`config.mk`:
```
export PLATFORM = sky130hd
export DESIGN_NAME = tt_um_fir_filter
export DESIGN_NICKNAME = d
export VERILOG_FILES = /design/src/rtl/tt_um_fir_filter.sv
export SDC_FILE = /design/constraint.sdc
export NUM_CORES = 1
export LEC_CHECK = 0
export BUFFER_PORTS_ARGS = -buffer_cell sky130_fd_sc_hd__buf_2
export CAP_MARGIN = 20
export CORE_ASPECT_RATIO = 1.1
export CORE_MARGIN = 2
export CORE_UTILIZATION = 56
export DETAILED_ROUTE_END_ITERATION = 12
export PLACE_DENSITY = 0.82
export RECOVER_POWER = 100
export SLEW_MARGIN = 40
export SYNTH_ARGS = -nofsm -noshare
export SYNTH_HDL_FRONTEND = slang
export SYNTH_SLANG_ARGS = --single-unit
```
`constraint.sdc`:
```
create_clock -name clk -period 12.7 [get_ports clk]
set_clock_uncertainty 0.15 [all_clocks]
set_input_delay 2.54 -clock clk [delete_from_list [all_inputs] [get_ports clk]]
set_output_delay 2.54 -clock clk [all_outputs]
set_load 0.005 [all_outputs]
```
`src/rtl/tt_um_fir_filter.sv`:
```
// Eight-tap direct-form FIR Tiny Tapeout tile: 8-bit unsigned samples, runtime-loadable coefficients.
// Optional macro FIR_SATURATE_EN clamps the scaled output to 0xFF instead of letting it wrap.
module tt_um_fir_filter (
    input  logic       clk,
    input  logic       rst_n,
    input  logic       ena,
    input  logic [7:0] ui_in,
    input  logic [7:0] uio_in,
    output logic [7:0] uo_out,
    output logic [7:0] uio_out,
    output logic [7:0] uio_oe
);

    localparam int TAPS = 8;

    logic [7:0]  x_q [TAPS];
    logic [7:0]  x_d [TAPS];
    logic [7:0]  c_q [TAPS];
    logic [7:0]  c_d [TAPS];
    logic [7:0]  y_q;
    logic [7:0]  y_d;
    logic [7:0]  x_sh [TAPS];
    logic [19:0] acc;
    logic [7:0]  y_red;
    logic        load;
    logic [2:0]  idx;
    logic        unused_bits;

    assign load        = uio_in[7];
    assign idx         = uio_in[2:0];
    assign unused_bits = ^{uio_in[6:3], acc[7:0], acc[19:16]};

    function automatic logic [15:0] tap_product(input logic [7:0] xv, input logic [7:0] cv);
        return {8'd0, xv} * {8'd0, cv};
    endfunction

`ifdef FIR_SATURATE_EN
    function automatic logic [7:0] reduce_out(input logic [11:0] y);
        return (y > 12'd255) ? 8'hFF : y[7:0];
    endfunction
    assign y_red = reduce_out(acc[19:8]);
`else
    function automatic logic [7:0] reduce_out(input logic [7:0] y);
        return y;
    endfunction
    assign y_red = reduce_out(acc[15:8]);
`endif

    // Stage 0: shifted delay line and exact 20-bit sum of products
    always_comb begin
        x_sh[0] = ui_in;
        for (int i = 1; i < TAPS; i++) begin
            x_sh[i] = x_q[i-1];
        end
        acc = '0;
        for (int i = 0; i < TAPS; i++) begin
            acc = acc + {4'd0, tap_product(x_sh[i], c_q[i])};
        end
    end

    always_comb begin
        for (int i = 0; i < TAPS; i++) begin
            x_d[i] = x_q[i];
            c_d[i] = c_q[i];
        end
        y_d = y_q;
        if (ena) begin
            if (load) begin
                c_d[idx] = ui_in;
            end else begin
                for (int i = 0; i < TAPS; i++) begin
                    x_d[i] = x_sh[i];
                end
                y_d = y_red;
            end
        end
    end

    // Stage 1: delay line, coefficient bank and output register
    always_ff @(posedge clk) begin
        if (!rst_n) begin
            for (int i = 0; i < TAPS; i++) begin
                x_q[i] <= 8'h00;
                c_q[i] <= 8'h20;
            end
            y_q <= 8'h00;
        end else begin
            for (int i = 0; i < TAPS; i++) begin
                x_q[i] <= x_d[i];
                c_q[i] <= c_d[i];
            end
            y_q <= y_d;
        end
    end

    assign uo_out  = y_q;
    assign uio_out = 8'h00;
    assign uio_oe  = 8'h00;

endmodule

```
==> reports/metrics.cfg, run 1 <==
[logic_synthesis]
postSynthAreaPerCell_um2 = 9.35
ys_types = 34
yosys_register_bits = 128
synth.yosys.seq_area_share_pct = 11.5
number_of_warning_messages_in_the_yosys_log = 0
synthesized_netlist_cell_count = 2386
syn_area_mm2 = 0.0223

[timing]
setup_violations = 0
fin_hold_ws_ns = 0.331
post-route-period-util_pct = 84.5
max_slew_margin_pct = -136
report.final.slew_viol_count = 76
final_hold_viol_count = 0
unrepaired_setup_endpoints_after_global_routing = no
time_the_worst_path_needs_with_i_o_delays_and_setup_ns = 10.74
worst-slew-pin-transition_ns = 3.54
max_freq_mhz = 93.1
timing.setup.tns_ns = 0

[die]
die_h_um = 213
fp.dieW_um = 194
row_count = 76
initial_utilization_pct = 56.8
placeableCoreArea_mm2 = 0.0393
num_io_pins = 43
total_die_area_mm2 = 0.0415

[cells_and_area]
layout.cells.most_common = sky130_fd_sc_hd__inv_1
fillers = 3164
final_nets = 3013
sequential_cell_area_mm2 = 0.00256
drive_above_1_share_pct = 2.27
combined_area_of_the_multi_input_logic_cells_mm2 = 0.0171
mostFrequentLayoutCells = 567 x sky130_fd_sc_hd__inv_1, 458 x sky130_fd_sc_hd__fa_1, 331 x sky130_fd_sc_hd__and2_1, 308 x sky130_fd_sc_hd__nand2_1, 213 x sky130_fd_sc_hd__ha_1
syn_to_final_growth_pct = 4.20

[clocking]
clk_path_buf_depth = 2
numCtsBuffers = 17
clk_latency_ns = 0.46
cts-root-buf = sky130_fd_sc_hd__clkbuf_16
cts_post_setup_buffers_inserted = 0
ctsHoldBuffers = 0
worst_setup_hold_path_clk_slew_ns = 0.06
numClockSinks = 128
post_cts_resize_count = 0
htree_levels = 4
clock_tree_from_tritoncts = built

[setup_path]
worst-endpoint-required_ns = 12.87
cp-end-kind = register
critical_path.startpoint_type = input pin
critical_path_arrival_ns = 10.91
cp_max_fo = 17
cpPeakStageDelay_ns = 1.17
critPathMostFrequentCell = sky130_fd_sc_hd__fa_1
timing_worst_setup_path_type = input pin to register
critical_path.slowest_cell = sky130_fd_sc_hd__clkbuf_1

[placement]
place_hpwl_um = 43500
finalWeightedCongestion = 0.934
count_of_input_and_output_buffers = 22

[drt]
vias = 15410
postRouteAntennaNets = 0
avgRoutedWirePerCell_um = 19.1
dr.pass1.iters = 5
vias_per_cell = 5.42
drc_violations_left = 0
totalWireLength_um = 54400
dr.first_iter.drc_count = 940

[global_route]
number_of_antenna_violations_at_the_first_check_in_global_routing = 0
first_global_vias = 17101
overflow = 0
grt_pass1_wl_um = 89400
largest_net_degree_at_the_start_of_global_routing = 73
globalRouteTotalUtil_pct = 28.2

[min_path]
hold_path_class = register to register

[power_and_ir_drop]
power_leakage_nw = 11.6
power_density_mw_per_mm2 = 49.3
ir_worst_vdd_v = 0.000101

[run_status]
violations = max-capacitance violations, max-slew violations
run_status = finished, violations left

[job]
maxCapViolations = 2

## power by group
| part | switching [mW] | total [mW] | internal, mW |
|---|---|---|---|
| logic | 0.0893 | 0.144 | 0.0549 |
| clock network | 0.221 | 0.582 | 0.360 |
| registers | 0.0132 | 0.421 | 0.408 |
## per-layer routing
| metal | GRT usage, % | share of wire, % | up-vias |
|---|---|---|---|
| li1 | - | - | 6733 |
| met1 | 34.1 | 38 | 7932 |
| met2 | 49.5 | 50 | 573 |
| met3 | 4.06 | 6.5 | 172 |
| met4 | 14.9 | 5.3 | 0 |
| met5 | 0 | 0 | - |
## flip-flops by register name, indices dropped and copies added, names as in the netlist
name and flops:
x_q 56, uo_out 8, c_q 64
## synth_stat cells (all sizes together)
cell / n / share of area (%)
ha: 213 / 12
o21ai: 9 / 0.20
fa: 458 / 41
mux2i: 64 / 2.9
nand3: 6 / 0.16
conb: 1 / 0.017
nor2: 7 / 0.19
inv: 567 / 9.5
xnor2: 26 / 1.0
buf: 23 / 0.70
clkbuf: 99 / 1.7
a21boi: 56 / 1.9
a31oi: 1 / 0.095
nor2b: 57 / 1.6
nand3b: 1 / 0.034
o21a: 2 / 0.067
or3: 2 / 0.056
o21bai: 1 / 0.034
a21oi: 7 / 0.16
a31o: 2 / 0.16
nand2: 308 / 5.2
a21o: 2 / 0.067
nor3: 1 / 0.022
nand4: 1 / 0.028
dfxtp: 128 / 11
nand2b: 3 / 0.084
o221ai: 1 / 0.039
xor2: 6 / 0.24
and2: 334 / 9.4
## kinds of logic (layout without fill, tap and decap cells)
| logic type | count (synthesis) | count (layout) | share of synthesized area, % |
|---|---|---|---|
| xor+xnor | 32 | 32 | 1.26 |
| buf+inv | 689 | 624 | 11.9 |
| other cells | 1 | 17 | 0.0168 |
| compound gates | 81 | 81 | 2.70 |
| simple gates | 720 | 720 | 16.7 |
| mux | 64 | 64 | 2.87 |
| fa+ha+maj | 671 | 671 | 53.0 |
| flops | 128 | 128 | 11.5 |
## layout make-up
class / instances / area share [%]
antenna: 1 / 0.0108
clock buffer: 20 / 1.96
clock inverter: 12 / 0.888
inverter: 567 / 9.16
multi-input combinational: 1584 / 73.7
sequential: 128 / 11.0
tap: 507 / 2.73
timing repair buffer: 25 / 0.549
## worst paths after layout
check	startpoint	endpoint	slack (ns)	depth (start not counted)
worst min-delay path	uo_out[2]	uo_out[2]	0.33	2
worst max-delay path	ui_in[5]	uo_out[6]	1.96	25
worst min register to register	uo_out[2]	uo_out[2]	0.33	2
worst max register to register	x_q[5][6]	uo_out[6]	4.48	26
## stage by stage
step,setup WS [ns],std cells,area [um2],util (%),total power [mW]
floorplan,2.79,2401,22400,-,0.529
global placement,2.33,2811,22600,57.6,0.569
detailed placement,2.31,2811,22600,57.6,0.573
CTS,2.75,2843,23300,59.3,1.15
global route,1.65,2843,23200,59.2,1.18
finish,1.96,2844,23200,59.2,1.15
## worst max-delay path, delay by kind of cell
family,cells,cell delay (ns)
adder cells (fa/ha/maj),11,5.25
buffers and inverters,6,1.43
AO/OA/AOI/OAI,5,1.04
AND/OR/NAND/NOR,2,0.39
XOR/XNOR,1,0.25
Note: power is estimated with default switching activity, not from simulation.
==> run 2: changes to the inputs <==
--- a/config.mk
+++ b/config.mk
@@ -11,7 +11,7 @@
 export CORE_MARGIN = 2
 export CORE_UTILIZATION = 56
 export DETAILED_ROUTE_END_ITERATION = 12
-export PLACE_DENSITY = 0.82
+export PLACE_DENSITY = 0.85
 export RECOVER_POWER = 100
 export SLEW_MARGIN = 40
 export SYNTH_ARGS = -nofsm -noshare
==> constraint.sdc (replaced) <==
create_clock -name clk -period 9.2 [get_ports clk]
set_clock_uncertainty 0.15 [all_clocks]
set_input_delay 1.84 -clock clk [delete_from_list [all_inputs] [get_ports clk]]
set_output_delay 1.84 -clock clk [all_outputs]
set_load 0.005 [all_outputs]
==> run 2 against run 1 <==
  * Clock-buffer cell count shrank 1
  * Power rose by 37%
  * The flow now finishes without violations
  * Largest power group unchanged
  * Setup slack worse by 1.7 ns
  * Critical path type unchanged
==> reports/metrics.cfg, run 2 (synthesized netlist as in run 1, its figures left out) <==
[cells_and_area]
finalNonFillerCells = 2873
syn_to_final_growth_pct = 5.19
drive_above_1_share_pct = 3.51
largest_register = c_q
mostFrequentLayoutCells = 567 x sky130_fd_sc_hd__inv_1, 458 x sky130_fd_sc_hd__fa_1, 331 x sky130_fd_sc_hd__and2_1, 308 x sky130_fd_sc_hd__nand2_1, 213 x sky130_fd_sc_hd__ha_1
combined_area_of_the_multi_input_logic_cells_mm2 = 0.0171
final_core_utilization_pct = 59.7
fillers = 3119
layout.cell_area.non_filler_mm2 = 0.0235
layout.cells.most_common = sky130_fd_sc_hd__inv_1
largest_register_ff_count = 64
sequential_cell_area_mm2 = 0.00256
final_nets = 3042

[timing]
final_hold_viol_count = 0
post-route-period-util_pct = 96.7
timing.setup.tns_ns = 0
max_freq_mhz = 112
report.final.slew_viol_count = 0
setup_violations = 0
fin_hold_ws_ns = 0.328
unrepaired_setup_endpoints_after_global_routing = no
worst-slew-pin-transition_ns = 1.26
time_the_worst_path_needs_with_i_o_delays_and_setup_ns = 8.90
max_slew_margin_pct = 15.5

[placement]
count_of_input_and_output_buffers = 22
postPlaceCellArea_mm2 = 0.0229
finalWeightedCongestion = 0.924
post-place-cells = 2840
place_hpwl_um = 44800

[setup_path]
worst_path_dominant_cell_family = adder cells
worst-r2r-cell-count = 27
worst-endpoint-required_ns = 9.40
critical_path.startpoint_type = input pin
worstReg2RegEnd = uo_out[5]
critical_path.slowest_cell = sky130_fd_sc_hd__fa_1
cpPeakStageDelay_ns = 0.55
worst-path-buf-inv = 7
timing.rr.start = c_q[1][16]
cp_max_fo = 5
cp-end-kind = register
timing_worst_setup_path_type = input pin to register
reg2reg_slack_ns = 0.99
critical_path_arrival_ns = 9.10
critPathMostFrequentCell = sky130_fd_sc_hd__fa_1

[drt]
totalWireLength_um = 54900
postRouteAntennaNets = 0
drc_violations_left = 0
avgRoutedWirePerCell_um = 19.1
vias_per_cell = 5.42
dr.first_iter.drc_count = 1090
vias = 15574
dr.pass1.iters = 5

[job]
maxCapViolations = 0

[power_and_ir_drop]
power_leakage_nw = 11.8
power_density_mw_per_mm2 = 67.0
ir_worst_vdd_v = 0.000137

[global_route]
grt_pass1_wl_um = 89700
largest_net_degree_at_the_start_of_global_routing = 99
first_global_vias = 17433
number_of_antenna_violations_at_the_first_check_in_global_routing = 2
globalRouteTotalUtil_pct = 28.3
overflow = 0

[die]
fp.dieW_um = 194
num_io_pins = 43
placeableCoreArea_mm2 = 0.0393
row_count = 76
die_h_um = 213
initial_utilization_pct = 56.8
total_die_area_mm2 = 0.0415

[min_path]
hp-start = uo_out[7]
min_path_cells = 2
hold_end = uo_out[7]
hold_path_class = register to register

[clocking]
clk_path_buf_depth = 2
htree_levels = 4
numCtsBuffers = 17
numClockSinks = 128
cts_post_setup_buffers_inserted = 0
worst_setup_hold_path_clk_slew_ns = 0.06
post_cts_resize_count = 0
ctsHoldBuffers = 0
clock_tree_from_tritoncts = built
clk_latency_ns = 0.47
cts-root-buf = sky130_fd_sc_hd__clkbuf_16

[run_status]
run_status = finished, final reports clean

## run 2: changes by cell type in the layout (fill, tap and decap cells not counted), moves of 2 or more
cell and delta:
sky130_fd_sc_hd__buf_4 +28, sky130_fd_sc_hd__clkbuf_1 -2, sky130_fd_sc_hd__clkinv_2 +2, sky130_fd_sc_hd__clkinv_4 -3, sky130_fd_sc_hd__diode_2 +2
## run 2: final cells by class
type | count | area share (%)
flip-flops and latches | 128 | 10.9
clock inverters | 11 | 0.805
repair buffers | 54 | 1.56
clock buffers | 19 | 1.89
well taps | 507 | 2.70
diodes | 3 | 0.0320
multi-input cells | 1584 | 73.0
inverters | 567 | 9.07
## run 2: metal layers
layer	vias up	track usage (%)	routed length, um
li1	6791	-	-
met1	8030	34.3	21100
met2	616	50.4	28100
met3	137	4.44	3770
met4	0	13.1	1970
met5	-	0	0
## run 2: through the flow
stage,setup WS [ns],total power [mW]
global placement,0.00523,0.801
global route,0.0212,1.62
CTS,0.326,1.57
detailed placement,-0.142,0.807
floorplan,0.0115,0.730
finish,0.304,1.57
## run 2: worst max path at each step
stage,startpoint,to,slack (ns),depth (start not counted)
floorplan,ui_in[2],uo_out[6],0.01,26
global placement,ui_in[1],uo_out[5],0.005,26
detailed placement,ui_in[1],uo_out[5],-0.14,26
CTS,ui_in[1],uo_out[5],0.33,26
global route,ui_in[1],uo_out[6],0.02,25
finish,ui_in[1],uo_out[5],0.30,26
## run 2: worst min-delay path, cell delays in order (launching register included)
cell and delay (ns):
sky130_fd_sc_hd__dfxtp_1 0.31, sky130_fd_sc_hd__nand3_1 0.06, sky130_fd_sc_hd__o21ai_0 0.06
## run 2: where the power goes
part / total, mW / switching [mW] / internal, mW
logic: 0.218 / 0.129 / 0.0887
registers: 0.581 / 0.0183 / 0.563
clock network: 0.774 / 0.291 / 0.483
total: 1.57 / 0.438 / 1.13
